==> config.mk <==
export PLATFORM = sky130hd
export DESIGN_NAME = register_file
export DESIGN_NICKNAME = d
export VERILOG_FILES = /design/src/rtl/register_file_pkg.sv /design/src/rtl/register_file_reg16_en.sv /design/src/rtl/register_file.sv
export SDC_FILE = /design/constraint.sdc
export NUM_CORES = 1
export LEC_CHECK = 0
export ABC_AREA = 1
export CELL_PAD_IN_SITES_DETAIL_PLACEMENT = 0
export CELL_PAD_IN_SITES_GLOBAL_PLACEMENT = 1
export CORE_ASPECT_RATIO = 1.4
export CORE_MARGIN = 3
export CORE_UTILIZATION = 40
export CTS_CLUSTER_DIAMETER = 200
export DETAILED_ROUTE_END_ITERATION = 10
export PLACE_DENSITY = 0.86
export SYNTH_ARGS = -nofsm -noshare
export SYNTH_HDL_FRONTEND = slang
export SYNTH_SLANG_ARGS = --single-unit
==> constraint.sdc <==
create_clock -name clk -period 1.9 [get_ports clk]
set_input_delay 0.38 -clock clk [delete_from_list [all_inputs] [get_ports clk]]
set_output_delay 0.38 -clock clk [all_outputs]
set_load 0.1 [all_outputs]
==> src/rtl/register_file_pkg.sv <==
// Shared constants for the register file slice.
package register_file_pkg;

    localparam int unsigned DATA_W   = 16;
    localparam int unsigned ADDR_W   = 3;
    localparam int unsigned NUM_REGS = 2 ** ADDR_W;
    localparam int unsigned REG_ZERO = 0;

endpackage : register_file_pkg

==> src/rtl/register_file_reg16_en.sv <==
// Single storage register with load enable and synchronous active-low clear.
module reg16_en #(
    parameter int unsigned WIDTH = 16
) (
    input  logic             clk,
    input  logic             rst_n,
    input  logic             en,
    input  logic [WIDTH-1:0] d,
    output logic [WIDTH-1:0] q
);

    always_ff @(posedge clk) begin
        if (!rst_n) begin
            q <= '0;
        end else if (en) begin
            q <= d;
        end
    end

endmodule : reg16_en

==> src/rtl/register_file.sv <==
// Two-read / one-write register file with hardwired zero register.
// Define REGFILE_BYPASS_EN to forward same-cycle write data to matching read ports.
module register_file #(
    parameter int unsigned DATA_W = register_file_pkg::DATA_W,
    parameter int unsigned ADDR_W = register_file_pkg::ADDR_W
) (
    input  logic              clk,
    input  logic              rst_n,
    input  logic              we,
    input  logic [ADDR_W-1:0] waddr,
    input  logic [DATA_W-1:0] wdata,
    input  logic [ADDR_W-1:0] raddr_a,
    input  logic [ADDR_W-1:0] raddr_b,
    output logic [DATA_W-1:0] rdata_a,
    output logic [DATA_W-1:0] rdata_b
);

    import register_file_pkg::*;

    localparam int unsigned NUM = 2 ** ADDR_W;

    logic [DATA_W-1:0] regs [NUM];
    logic              wr_valid;

    assign wr_valid = we && (waddr != ADDR_W'(REG_ZERO));

    // Index 0 has no storage; it is a constant zero source.
    assign regs[0] = '0;

    for (genvar i = 1; i < NUM; i++) begin : g_reg
        reg16_en #(
            .WIDTH (DATA_W)
        ) u_reg (
            .clk   (clk),
            .rst_n (rst_n),
            .en    (wr_valid && (waddr == ADDR_W'(i))),
            .d     (wdata),
            .q     (regs[i])
        );
    end

    // Read mux; the port outputs feed the ALU directly with no register stage.
    always_comb begin
        rdata_a = regs[raddr_a];
        rdata_b = regs[raddr_b];
`ifdef REGFILE_BYPASS_EN
        if (rst_n && wr_valid && (waddr == raddr_a)) begin
            rdata_a = wdata;
        end
        if (rst_n && wr_valid && (waddr == raddr_b)) begin
            rdata_b = wdata;
        end
`endif
    end

endmodule : register_file

Word-level counts from Yosys, hierarchy flattened

Index checks and enable logic that the tools add are counted.
Widths: inputs -> output; s select.

$add $sub $neg: 0
$mul: 0
Div/mod/pow operators: 0
Order comparisons: 2
Equal/unequal tests: 7
Shift operators: 0
Mux-type cells: 6
Bitwise operators: 2
Reductions and logical operators: 9

Operator list:

| operator           | count |
|---|---|
| $bmux 16 s3        | 2 |
| $mux 16            | 4 |
| $eq 3x3->1 const B | 4 |
| $ge 4x4->1 const B | 2 |
| $logic_and 1x1->1  | 8 |
| $not 3->4          | 2 |
| $eq 3x2->1 const B | 2 |
| $eq 3x1->1 const B | 1 |
| $reduce_bool 3->1  | 1 |

Register bits after elaboration: 112
Latch bits: 0
RAM bits: 0
Memory bits (read-only): 0
Bits of input ports: 28
Output and inout bits: 32
Logic and storage cells: 33
Memories: 0

Longest topological paths before layout

Depth after elaboration: 4
Depth in mapped cells: 8
Depth with buffers taken out: 6

By module

From an unflattened synthesis, not the netlist that was laid out.

Cell total of the unflattened synthesis: 1,343
Area total of the unflattened synthesis: 7,300.8 um^2

Modules (own cells, without submodules):

| module        | times used | cells each | area each (um^2) | seq. area each (um^2) |
|---|---|---|---|---|
| reg16_en      | 7          | 101        | 674.4            | 320.3 |
| register_file | 1          | 636        | 2,580.0          | 0.0 |

Least setup slack after synthesis

Ideal clock, no wire load.

Path kind: input-to-output
Start: input port raddr_a[1]
End: output port rdata_a[10]
Arrival time: 1,639 ps
Required time: 1,520 ps
Path slack: -119 ps
Stages on the path: 6
Cell sequence: buf_2 -> clkbuf_1 -> nand3_1 -> nand2_1 -> nand2_1 -> nand2_1

Word-level cells in the longest chain between the ends: 4

RTL lines:

| item                                       | line                | text |
|---|---|---|
| from (decl)                                | register_file.sv:12 | `input logic [ADDR_W-1:0] raddr_a,` |
| $not 3->4 (not written as such)            | register_file.sv:44 | `rdata_a = regs[raddr_a];` |
| $bmux 16 s3                                | register_file.sv:44 |  |
| $mux 16 (not written as such) (2 in a row) | register_file.sv:44 |  |
| to (decl)                                  | register_file.sv:14 | `output logic [DATA_W-1:0] rdata_a,` |

No other way between the ends. The select of a mux whose other input is x is not followed.

Final worst setup path

Start: input port raddr_a[0]
End: output port rdata_a[10]

The elaborated chain is that of the path after synthesis.

==> qor.csv <==
stage;metric;value;unit
clocking;clock_sinks;112;
hold_path;hold_class;flip-flop to flip-flop;
critical_path;cp.arrival;1.45;ns
cells_and_area;final_common_cell;nand2_1;
sta;period_needed;1.83;ns
drt;drtPass1Iterations;5;
cells_and_area;drive_above_1_share;0.132;
cells_and_area;top_regs;g.u_reg.q (112);
drt;drc;0;
power;power_frac_clock;0.326;
critical_path;cpMaxStageDelayCell;buf_4;
placed_design;dp_hpwl;14600;um
clocking;clock_path_buffers;2;
sta;worst_pin_slew;0.496;ns
clocking;cts_max_level;3;
placed_design;gp_congestion;0.851;
global_route;grt_pass1_vias;6817;
sta;slew_headroom;0.669;
floorplan;initial_core_util;0.411;
global_route;grt.overflow.total;0;
power;powerDensity;737;nW/um2
yosys;netlist.area_leader.share;0.336;
cells_and_area;nets;1249;
cells_and_area;fillers;1689;
sta;rsz0062_at_grt;false;
cells_and_area;diodes;0;
floorplan;rows;55;
critical_path;cp-start-kind;primary input;
floorplan;die_area;18300;um2
sta;hold_viol;0;
cells_and_area;design_area;8380;um2
sta;fin_ws;0.0710;ns
cells_and_area;layout_common_cells;nand2_1 (386), nor2_1 (216), nand3_1 (128);
sta;drv_slew;0;
yosys;ys_types;21;
yosys;syn_area_per_cell;5.67;um2
drt;ant_nets;0;
drt;highest_layer;met4;
yosys;yosys.area.top_type;dfxtp_1;
clocking;path_clk_slew;0.08;ns
global_route;grt_use_total;0.246;
clocking;cts_root_buf;clkbuf_16;
drt;wl_met1;9740;um
clocking;worstSkewPairLatency;0.35;ns
global_route;antenna_found_initial;0;
global_route;grt_pass1_wl;35300;um
drt;vias_per_cell;4.99;
cells_and_area;synthToLayoutAreaGrowth;25.5;%
sta;setup_viol;0;
drt;wl_met2;10700;um
drt;routed_wl;22200;um
critical_path;critPathCaptureType;output port;
power;ir_drop;359;uV
global_route;grt_max_degree;113;
clocking;cts_tree;built;
power;p_int;4.08;mW
cells_and_area;top_register;g.u_reg.q;
power;p_switching;2.10;mW
yosys;ys_seq_area_frac;0.336;
yosys;synth_nets;1205;
job;maxCapViolCount;0;
yosys;ys_seq_elements;112;
yosys;yosys_warnings;0;
floorplan;die_h;159;um
placed_design;place_area;7990;um2
drt;vias;7108;
floorplan;fp.coreArea;16200;um2
critical_path;critical_path.cell_chain;buf_2, buf_4, nand2_1, nand3_1, nand2_1, nand2_1, nand2_2, buf_12;
clocking;cts_buffers;9;
placed_design;port_buffers;59;
power;pwr-share-seq;0.400;
sta;fin_skew;0;ns
drt;wl_per_cell;15.6;um
power;p_sw_frac;0.340;
sta;timing.setup.tns;0;ns
drt;drt_iter0_drc;519;
critical_path;path_max_fanout;24;
critical_path;criticalPathCategory;primary input to output port;
cells_and_area;largest_reg_flops;112;
yosys;synth_area;6680;um2
power;p_leak;4.11;nW
critical_path;crit_path_frequent_cell;nand2_1;
sta;fmax;547;MHz
drt;dr_wl_met3;1160;um
floorplan;top_level_ports;60;
sta;finalCritPeriodShare;0.963;
critical_path;worst_path_largest_cell_delay;0.31;ns
floorplan;die_x;115;um
power;comb_power_share;0.273;
yosys;netlist_instances;1177;
sta;hold-worst-slack;0.483;ns
outcome;outcome;finished, final reports clean;
placed_design;pre_cts_ws;-0.176;ns
critical_path;crit_required;1.52;ns
yosys;synth_area_leaders;dfxtp_1 (34%), nand2_1 (24%), nor2_1 (12%);
[cells in the mapped netlist (all sizes together)]
cell,number
nand2,425
dfxtp,112
buf,48
clkbuf,24
nor2,231
inv,128
nand3,128
clkinv,1
o21ai,80
[final timing paths]
| kind | from | endpoint | slack [ns] | cells past startpoint |
|---|---|---|---|---|
| min reg2reg | g_reg[2].u_reg.q[14]$_SDFFE_PN0P_ | g_reg[2].u_reg.q[14]$_SDFFE_PN0P_ | 0.48 | 2 |
| max | raddr_a[0] | rdata_a[10] | 0.07 | 8 |
| max reg2reg | g_reg[7].u_reg.q[1]$_SDFFE_PN0P_ | g_reg[7].u_reg.q[1]$_SDFFE_PN0P_ | 1.25 | 2 |
| min | g_reg[2].u_reg.q[14]$_SDFFE_PN0P_ | g_reg[2].u_reg.q[14]$_SDFFE_PN0P_ | 0.48 | 2 |
[cells by family after synthesis]
group | synth area share
AO/OA/AOI/OAI | 0.0599
flip-flops | 0.336
AND/OR/NAND/NOR | 0.474
buffers and inverters | 0.130
[metal layers]
layer | GRT usage | up-vias
li1 | - | 3646
met1 | 0.315 | 3242
met2 | 0.416 | 186
met3 | 0.0366 | 34
met4 | 0.0812 | 0
met5 | 0 | -
[worst max-delay path: cells and delay by family]
kind	cells	cell delay (ns)
simple gates	5	0.43
buf+inv	3	0.62
[stage by stage]
stage / utilization / cells / power [mW]
after floorplan: - / 1177 / 3.58
after global placement: 0.492 / 1405 / 4.18
after detailed placement: 0.492 / 1405 / 4.19
after CTS: 0.514 / 1423 / 6.20
after global routing: 0.516 / 1425 / 6.44
final: 0.516 / 1425 / 6.18
[power by group through the flow]
stage	combinational, mW	sequential, mW	clock, mW
floorplan	1.06	2.52	0
global placement	1.66	2.52	0
detailed placement	1.66	2.53	0
CTS	1.68	2.47	2.05
global route	1.82	2.48	2.15
finish	1.69	2.47	2.02
[final cells by class]
class,instances,area [um2],share of cell area
clock buffer,10,239,0.0285
clock inverter,6,68.8,0.00821
inverter,129,493,0.0588
multi-input combinational,864,3650,0.435
sequential,112,2240,0.268
tap,199,249,0.0297
timing repair buffer,105,1440,0.172
[what timing repair did]
action / CTS / global route
setup endpoints to repair: 32 / 25
cloned: 2 / 1
buffers inserted: 0 / 1
pin swaps: 0 / 2
hold buffers: 0 / 0
resized for setup: 9 / 8
Note: power is estimated with default switching activity, not from simulation.
